$ cat src/rtl/uart_pkg.sv
// rtl/uart_pkg.sv - shared UART types, constants and baud divisor helpers
package uart_pkg;

    localparam int OVERSAMPLE = 16;
    localparam int DATA_BITS  = 8;
    localparam int DIV_W      = 16;

    typedef enum logic [2:0] {
        ST_IDLE,
        ST_START,
        ST_DATA,
        ST_PARITY,
        ST_STOP
    } rx_state_t;

    // Nominal line rate selected by the 3-bit baud code.
    function automatic int unsigned baud_rate(input logic [2:0] sel);
        case (sel)
            3'd0:    return 300;
            3'd1:    return 1200;
            3'd2:    return 4800;
            3'd3:    return 9600;
            3'd4:    return 19200;
            3'd5:    return 38400;
            3'd6:    return 57600;
            default: return 115200;
        endcase
    endfunction

    // Clocks per oversample tick, rounded to nearest; meant for elaboration-time use.
    function automatic logic [DIV_W-1:0] baud_divisor(input int unsigned clk_hz, input logic [2:0] sel);
        int unsigned den;
        den = OVERSAMPLE * baud_rate(sel);
        return DIV_W'((clk_hz + den / 2) / den);
    endfunction

endpackage

$ cat src/rtl/baud_controller.sv
// rtl/baud_controller.sv - 16x oversample strobe generator for the selected baud rate
module baud_controller
    import uart_pkg::*;
#(
    parameter int unsigned CLK_FREQ_HZ = 50_000_000
) (
    input  logic       clk,
    input  logic       reset,
    input  logic [2:0] baud_select,
    output logic       sample_ENABLE
);

    // Divisors are folded to constants here so no runtime divider is built.
    localparam logic [DIV_W-1:0] DIV_TABLE [8] = '{
        baud_divisor(CLK_FREQ_HZ, 3'd0),
        baud_divisor(CLK_FREQ_HZ, 3'd1),
        baud_divisor(CLK_FREQ_HZ, 3'd2),
        baud_divisor(CLK_FREQ_HZ, 3'd3),
        baud_divisor(CLK_FREQ_HZ, 3'd4),
        baud_divisor(CLK_FREQ_HZ, 3'd5),
        baud_divisor(CLK_FREQ_HZ, 3'd6),
        baud_divisor(CLK_FREQ_HZ, 3'd7)
    };

    logic [DIV_W-1:0] div_cnt;
    logic [DIV_W-1:0] div_max;
    logic [2:0]       sel_q;

    // Terminal count for the current rate.
    always_comb begin
        div_max = DIV_TABLE[baud_select] - DIV_W'(1);
    end

    // Free-running divider; restarts whenever the rate selection changes.
    always_ff @(posedge clk or negedge reset) begin
        if (!reset) begin
            div_cnt       <= '0;
            sel_q         <= 3'd0;
            sample_ENABLE <= 1'b0;
        end else begin
            sel_q         <= baud_select;
            sample_ENABLE <= 1'b0;
            if (baud_select != sel_q) begin
                div_cnt <= '0;
            end else if (div_cnt == div_max) begin
                div_cnt       <= '0;
                sample_ENABLE <= 1'b1;
            end else begin
                div_cnt <= div_cnt + DIV_W'(1);
            end
        end
    end

endmodule

$ cat src/rtl/uart_receiver.sv
// rtl/uart_receiver.sv - 8E1 UART receiver with 16x oversampling and frame/parity status
module uart_receiver
    import uart_pkg::*;
#(
    parameter int unsigned CLK_FREQ_HZ = 50_000_000
) (
    input  logic                 clk,
    input  logic                 reset,
    input  logic [2:0]           baud_select,
    input  logic                 Rx_EN,
    input  logic                 RxD,
    output logic [DATA_BITS-1:0] Rx_DATA,
    output logic                 Rx_FERROR,
    output logic                 Rx_PERROR,
    output logic                 Rx_VALID
);

    localparam logic [3:0] MID_TICK  = 4'(OVERSAMPLE / 2 - 1);
    localparam logic [3:0] LAST_TICK = 4'(OVERSAMPLE - 1);
    localparam logic [2:0] LAST_BIT  = 3'(DATA_BITS - 1);

    logic                 sample_ENABLE;
    logic [1:0]           rxd_sync;
    logic                 rxd_s;
    rx_state_t            state;
    logic [3:0]           tick_cnt;
    logic [2:0]           bit_idx;
    logic [DATA_BITS-1:0] shift_reg;
    logic                 p_err;

    baud_controller #(
        .CLK_FREQ_HZ (CLK_FREQ_HZ)
    ) u_baud_controller (
        .clk           (clk),
        .reset         (reset),
        .baud_select   (baud_select),
        .sample_ENABLE (sample_ENABLE)
    );

    assign rxd_s = rxd_sync[1];

    // Two-flop synchronizer; preset to idle-high so reset never fakes a start bit.
    always_ff @(posedge clk or negedge reset) begin
        if (!reset) begin
            rxd_sync <= 2'b11;
        end else begin
            rxd_sync <= {rxd_sync[0], RxD};
        end
    end

    // Frame FSM: start validation at mid-bit, then one sample per bit period.
    always_ff @(posedge clk or negedge reset) begin
        if (!reset) begin
            state     <= ST_IDLE;
            tick_cnt  <= 4'd0;
            bit_idx   <= 3'd0;
            shift_reg <= '0;
            p_err     <= 1'b0;
            Rx_DATA   <= '0;
            Rx_FERROR <= 1'b0;
            Rx_PERROR <= 1'b0;
            Rx_VALID  <= 1'b0;
        end else begin
            Rx_VALID <= 1'b0;
            if (!Rx_EN) begin
                state    <= ST_IDLE;
                tick_cnt <= 4'd0;
                bit_idx  <= 3'd0;
            end else if (sample_ENABLE) begin
                case (state)
                    ST_IDLE: begin
                        if (!rxd_s) begin
                            state    <= ST_START;
                            tick_cnt <= 4'd0;
                        end
                    end
                    ST_START: begin
                        if (tick_cnt == MID_TICK) begin
                            tick_cnt <= 4'd0;
                            if (!rxd_s) begin
                                state     <= ST_DATA;
                                bit_idx   <= 3'd0;
                                Rx_FERROR <= 1'b0;
                                Rx_PERROR <= 1'b0;
                            end else begin
                                state <= ST_IDLE;
                            end
                        end else begin
                            tick_cnt <= tick_cnt + 4'd1;
                        end
                    end
                    ST_DATA: begin
                        if (tick_cnt == LAST_TICK) begin
                            tick_cnt           <= 4'd0;
                            shift_reg[bit_idx] <= rxd_s;
                            bit_idx            <= bit_idx + 3'd1;
                            if (bit_idx == LAST_BIT) begin
                                state <= ST_PARITY;
                            end
                        end else begin
                            tick_cnt <= tick_cnt + 4'd1;
                        end
                    end
                    ST_PARITY: begin
                        if (tick_cnt == LAST_TICK) begin
                            tick_cnt <= 4'd0;
                            p_err    <= ^{shift_reg, rxd_s};
                            state    <= ST_STOP;
                        end else begin
                            tick_cnt <= tick_cnt + 4'd1;
                        end
                    end
                    ST_STOP: begin
                        if (tick_cnt == LAST_TICK) begin
                            tick_cnt  <= 4'd0;
                            Rx_DATA   <= shift_reg;
                            Rx_FERROR <= ~rxd_s;
                            Rx_PERROR <= p_err;
                            Rx_VALID  <= rxd_s & ~p_err;
                            state     <= ST_IDLE;
                        end else begin
                            tick_cnt <= tick_cnt + 4'd1;
                        end
                    end
                    default: begin
                        state    <= ST_IDLE;
                        tick_cnt <= 4'd0;
                    end
                endcase
            end
        end
    end

endmodule

$ cat config.mk
export PLATFORM = sky130hd
export DESIGN_NAME = uart_receiver
export DESIGN_NICKNAME = d
export VERILOG_FILES = /design/src/rtl/uart_pkg.sv /design/src/rtl/baud_controller.sv /design/src/rtl/uart_receiver.sv
export SDC_FILE = /design/constraint.sdc
export NUM_CORES = 1
export LEC_CHECK = 0
export CAP_MARGIN = 20
export CORE_MARGIN = 5
export CORE_UTILIZATION = 40
export CTS_CLUSTER_DIAMETER = 40
export DETAILED_ROUTE_END_ITERATION = 6
export SETUP_SLACK_MARGIN = 0.15
export SLEW_MARGIN = 20
export SYNTH_ARGS = -nofsm -noshare
export SYNTH_HDL_FRONTEND = slang
export SYNTH_SLANG_ARGS = --single-unit
$ cat constraint.sdc
create_clock -name clk -period 4.2 [get_ports clk]
set_input_delay 0.42 -clock clk [delete_from_list [all_inputs] [get_ports clk]]
set_output_delay 0.42 -clock clk [all_outputs]
set_load 0.01 [all_outputs]
==> out/metrics.yaml, run 1 <==
cts.sinks: 52
yosys.area.top_type: "dfrtp_1"
path_cells: "clkdlybuf4s50_1, inv_1, ha_1, inv_1, a21oi_1, ha_1, xnor2_1, or3_1, nor4_2, nand3_1, or4_1, and3_1"
vias: 2177
synth_ff_type: "dfrtp_1"
post-route-util_pct: 46.2
status: "finished clean"
synth.distinct_cells: 48
place_ws_ns: 0.632
critPathArrivalTime_ns: 3.43
slowest_stage: "clkdlybuf4s50_1"
path_clk_slew_ns: 0.09
ir_drop_mv: 0.112
ant_nets: 0
drt_wl_total_um: 5630
worstPathRequired_ns: 4.39
die_y_um: 96.6
io_buffer_count: 17
p_leak_nw: 1.46
clockRootBuffer: "clkbuf_8"
wl_per_cell_um: 13.2
timing.rr.end: "p_err"
yosys-top-cells-count: "50 x dfrtp_1, 29 x nor2_1, 25 x xnor2_1, 24 x nand2_1, 22 x nand3_1"
post_drt_via_cell_ratio: 5.10
cts_buffers: 5
drive_above_1_share_pct: 11.6
ys_seq_area_share_pct: 43.5
clk_latency_ns: 0.30
synth_area_um2: 3000
gp_congestion: 0.851
dp_hpwl_um: 4270
area_delta_synth_final_pct: 12.3
grt_usage_pct: 13.4
path_class: "primary input to register"
syn_area_per_cell_um2: 9.77
cts_max_level: 2
core.rowCount: 31
core_area_um2: 7290
dieArea_um2: 9330
grt_antenna_before_repair: 0
finalSetupViolations: 0
skew_ns: 0.0100
grt_max_degree: 53
ys_ff_latch: 52
finalCritPeriodShare_pct: 77.2
syn_nets: 326
finalSetupTns_ns: 0
synth_edf_count: 0
start_util_pct: 41.1
power_mw: 1.00
slew_viol_final: 0
first_global_vias: 2088
grt_setup_unrepaired: "false"
critical_path.endpoint_type: "register"
diodes: 0
synth.area.top_cells: "dfrtp_1 42%, xnor2_1 7.3%, mux2_2 6.8%"
synthArstFlopShare_pct: 100
start_kind: "primary input"
setup_slack_ns: 0.958
io_pins: 18
r2r_cells: 7
post_cts_buffers: 0
dr.pass1.iters: 4
hold_buffers: 0
hold_viol: 0
grt-ovfl-total: 0
maxCapViolations: 0
p_per_area_nw_per_um2: 297
synth_top_cell_area_share_pct: 41.7
slew_headroom_pct: 56.4
netlist_instances: 307
dr.first_iter.drc_count: 85
worst_slew_pin_slew_ns: 0.648
crit_path_max_incr_delay_ns: 0.67
cts_buffer_depth: 2
grt_pass1_wl_um: 9820
drc: 0
die_w_um: 96.6
ctsResizeCount: 0
crit_fanout: 10
ff2ff_setup_slack_ns: 1.85
hold_path_class: "primary input to asynchronous set/reset pin"
fmax_mhz: 308
largest_reg_flops: 16
cts_tree: "done"
finalNetCount: 347
yosysWarnings: 0
yosysMostFrequentCell: "dfrtp_1"
timing.rr.start: "state[0]"
finalCriticalPeriod_ns: 3.24
==> cells by family (layout without fill, tap and decap cells) <==
kind of cell / count (synthesis) / count (layout) / synth area share (%)
xor+xnor: 38 / 38 / 11.6
compound gates: 39 / 39 / 8.06
mux: 20 / 20 / 7.43
flops: 52 / 52 / 43.5
buf+inv: 23 / 44 / 3.71
simple gates: 123 / 123 / 20.7
fa+ha+maj: 12 / 12 / 5.01
==> layout make-up <==
cell class	instances	area, um^2
Clock buffer	7	96.3
Fill cell	741	3930
Inverter	15	56.3
Multi-Input combinational cell	232	1580
Sequential cell	52	1300
Tap cell	99	124
Timing Repair Buffer	22	203
==> worst max-delay path by stage <==
stage                              start                           end  slack, ns  depth (start not counted)
after global placement    baud_select[1]  u_baud_controller.div_cnt[1]       0.73                         12
after detailed placement  baud_select[1]  u_baud_controller.div_cnt[1]       0.63                         12
final                     baud_select[1]  u_baud_controller.div_cnt[1]       0.96                         12
after floorplan           baud_select[0]  u_baud_controller.div_cnt[1]       1.35                         12
after global routing      baud_select[1]  u_baud_controller.div_cnt[1]       0.81                         12
after CTS                 baud_select[1]  u_baud_controller.div_cnt[1]       0.95                         12
==> per-stage QoR <==
step | hold WS (ns) | cell area [um^2] | std cells
floorplan | 0.124 | 3000 | 307
global placement | 0.348 | 3270 | 420
detailed placement | 0.350 | 3270 | 420
CTS | 0.260 | 3370 | 427
global route | 0.304 | 3370 | 427
finish | 0.229 | 3370 | 427
==> critical path, delay by kind of cell <==
family | cells | cell delay [ns]
and+or+nand+nor | 5 | 1.45
buffers and inverters | 3 | 0.88
AOI/OAI and AO/OA | 1 | 0.06
adders and majority gates | 2 | 0.51
xor gates and xnor gates | 1 | 0.12
==> placed cells by master (no fill, tap or decap), types with 2 or more instances in the layout <==
cell type | Yosys | final
a21oi_1 | 7 | 7
and2_1 | 3 | 3
and3_1 | 6 | 6
buf_4 | 2 | 5
clkbuf_8 | 0 | 7
clkdlybuf4s50_1 | 0 | 16
dfrtp_1 | 50 | 50
dfstp_2 | 2 | 2
ha_1 | 12 | 12
inv_1 | 15 | 15
mux2_2 | 18 | 18
mux2i_1 | 2 | 2
nand2_1 | 24 | 24
nand2b_1 | 4 | 4
nand3_1 | 22 | 22
nor2_1 | 29 | 29
nor2b_1 | 4 | 4
nor3_1 | 10 | 10
nor3b_1 | 5 | 5
nor4_1 | 2 | 2
o21ai_0 | 16 | 16
o21ai_1 | 3 | 3
o31ai_1 | 3 | 3
or3_1 | 4 | 4
xnor2_1 | 25 | 25
xor2_1 | 12 | 12
==> layer usage <==
layer	global-route usage (%)	vias to the layer above	routed length, um
met5	0	-	0
met4	3.74	0	54
met3	2.56	9	117
met2	21.4	17	2630
met1	18.6	1054	2830
li1	-	1097	-
==> where the power goes <==
group | internal [mW] | switching (mW) | total (mW)
logic | 0.0634 | 0.0898 | 0.153
registers | 0.520 | 0.0306 | 0.550
clock network | 0.147 | 0.149 | 0.296
total | 0.730 | 0.270 | 1.00
Note: power is estimated with default switching activity, not from simulation.
==> inputs of run 2 (changes only) <==
Clock period 4.2 ns to 3.3 ns, I/O delays scaled along.
==> out/metrics.yaml, run 2 (synthesis results as in run 1) <==
status: "finished clean"
cts_buffer_depth: 2  # unchanged
cts_buffers: 5  # unchanged
hold_viol: 0  # unchanged
skew_ns: 0.0163  # +0.00624 ns
slew_viol_final: 0  # unchanged
fin_area_um2: 3400  # +1.1%
gp_congestion: 0.867  # +1.9%
critical_path.endpoint_type: "register"
path_cells: "clkdlybuf4s50_1, buf_4, ha_1, inv_1, a21oi_1, ha_1, xnor2_1, or3_1, nor4_2, nand3_1, or4_1, and3_1"
cts_tree: "done"
clockRootBuffer: "clkbuf_8"
finalSetupViolations: 0  # unchanged
cts_max_level: 2  # unchanged
dp_hpwl_um: 4300  # +0.60%
grt_usage_pct: 13.8  # +0.43 points
post_cts_buffers: 0  # unchanged
busiest_layer: "met2"
post_drt_via_cell_ratio: 4.98  # -2.3%
num-fill-cells: 716  # -3.4%
drc: 0  # unchanged
ant_nets: 0  # unchanged
path_clk_slew_ns: 0.10  # about the same
core_area_um2: 7290  # unchanged
grt_antenna_before_repair: 0  # unchanged
drive_above_1_share_pct: 13.2  # +1.6 points
grt_setup_unrepaired: "false"
dr.first_iter.drc_count: 85  # unchanged
worst_slew_pin_slew_ns: 0.910  # +0.262 ns
ff2ff_setup_slack_ns: 0.95  # -0.90 ns
io_pins: 18  # unchanged
dieArea_um2: 9330  # unchanged
fmax_mhz: 341
io_buffer_count: 17  # unchanged
hold_buffers: 0  # unchanged
die_w_um: 96.6  # unchanged
largest_reg_flops: 16  # unchanged
clk_latency_ns: 0.31  # about the same
crit_path_max_incr_delay_ns: 0.52  # -0.15 ns
hold_path_class: "primary input to asynchronous set/reset pin"
crit_fanout: 11  # +1
finalCritPeriodShare_pct: 88.8
diodes: 0  # unchanged
path_class: "primary input to register"
p_per_area_nw_per_um2: 375  # +26%
ir_drop_mv: 0.245  # +120%
grtUsageMet1_pct: 18.8  # +0.19 points
mostFrequentLayoutCell: "dfrtp_1"
grt_max_degree: 40  # -25%
maxCapViolations: 0  # unchanged
finalNetCount: 352  # +1.4%
met2_usage_pct: 21.8  # +0.40 points
r2r_cells: 7  # unchanged
first_global_vias: 2157  # +3.3%
slowest_stage: "or4_1"
ctsResizeCount: 0  # unchanged
core.rowCount: 31  # unchanged
dr.pass1.iters: 4  # unchanged
cp_common_cell: "ha_1"
cts.sinks: 52  # unchanged
layout_common_cells: "50 x dfrtp_1, 29 x nor2_1, 25 x xnor2_1, 24 x nand2_1, 22 x nand3_1"
timing.rr.start: "state[0]"
start_kind: "primary input"
grt_pass1_wl_um: 10000  # +2.1%
die_y_um: 96.6  # unchanged
place_area_um2: 3310  # +1.1%
critPathArrivalTime_ns: 3.14  # -0.29 ns
area_delta_synth_final_pct: 13.5
slew_headroom_pct: 39.3  # -17 points
vias: 2157  # -0.92%
finalSetupTns_ns: 0  # unchanged
grt-ovfl-total: 0  # unchanged
timing.rr.end: "p_err"
grtUsageMet3_pct: 2.71  # +0.15 points
start_util_pct: 41.1  # unchanged
p_leak_nw: 1.49  # +1.5%
worstPathRequired_ns: 3.51  # -0.88 ns
drt_wl_total_um: 5720  # +1.7%
finalCriticalPeriod_ns: 2.93
wl_per_cell_um: 13.2  # +0.24%
==> run 2: changes by cell type in the layout (fill, tap and decap cells not counted), sizes merged <==
cell,before,now
buf,6,11
clkbuf,7,5
inv,15,16
clkinv,0,2
==> run 2: how the worst max path moves through the flow <==
| stage | start | slack, ns | to |
|---|---|---|---|
| final | baud_select[0] | 0.37 | u_baud_controller.div_cnt[1] |
| after global routing | baud_select[0] | 0.18 | u_baud_controller.div_cnt[1] |
| after CTS | baud_select[0] | 0.35 | u_baud_controller.div_cnt[1] |
| after detailed placement | baud_select[0] | 0.01 | u_baud_controller.div_cnt[1] |
| after global placement | baud_select[0] | 0.08 | u_baud_controller.div_cnt[1] |
| after floorplan | baud_select[0] | 0.54 | u_baud_controller.div_cnt[1] |
==> run 2: layer usage <==
metal  part of all wire (%)  wire (um)
met2                     45       2590
met5                      0          0
met3                    2.7        155
met1                     50       2870
met4                    1.7         96
==> run 2: where the power goes <==
part           switching (mW)  internal (mW)
sequential             0.0398          0.661
clock                   0.219          0.155
combinational           0.115         0.0841
total                   0.374          0.900
==> run 2: layout make-up <==
| type | instances | area, um^2 | share of cell area [%] |
|---|---|---|---|
| multi-input cells | 232 | 1580 | 46.5 |
| flip-flops and latches | 52 | 1300 | 38.3 |
| repair buffers | 27 | 240 | 7.06 |
| well taps | 99 | 124 | 3.64 |
| clock buffers | 5 | 68.8 | 2.02 |
| inverters | 15 | 56.3 | 1.66 |
| clock inverters | 3 | 26.3 | 0.772 |
==> run 2: per-stage QoR <==
step	setup WS (ns)	cells	hold slack [ns]	total power [mW]	util [%]
6_report	0.369	433	0.147	1.27	46.7
5_1_grt	0.178	433	0.205	1.35	46.7
4_1_cts	0.352	433	0.155	1.29	46.7
3_5_place_dp	0.0130	425	0.349	0.912	45.4
3_3_place_gp	0.0832	425	0.347	0.910	45.4
2_1_floorplan	0.537	307	0.0344	0.856	-
==> run 2: worst max-delay path: cells and delay by family <==
| kind | cells | cell delay [ns] |
|---|---|---|
| compound gates | 1 | 0.14 |
| xor+xnor | 1 | 0.12 |
| fa+ha+maj | 2 | 0.44 |
| buf+inv | 3 | 0.68 |
| simple gates | 5 | 1.41 |
==> inputs of run 3 (changes only) <==
Settings changed: TNS_END_PERCENT from default to 20.
==> results of run 3 <==
No change in the layout: final DEF, timing and power equal those of run 2.
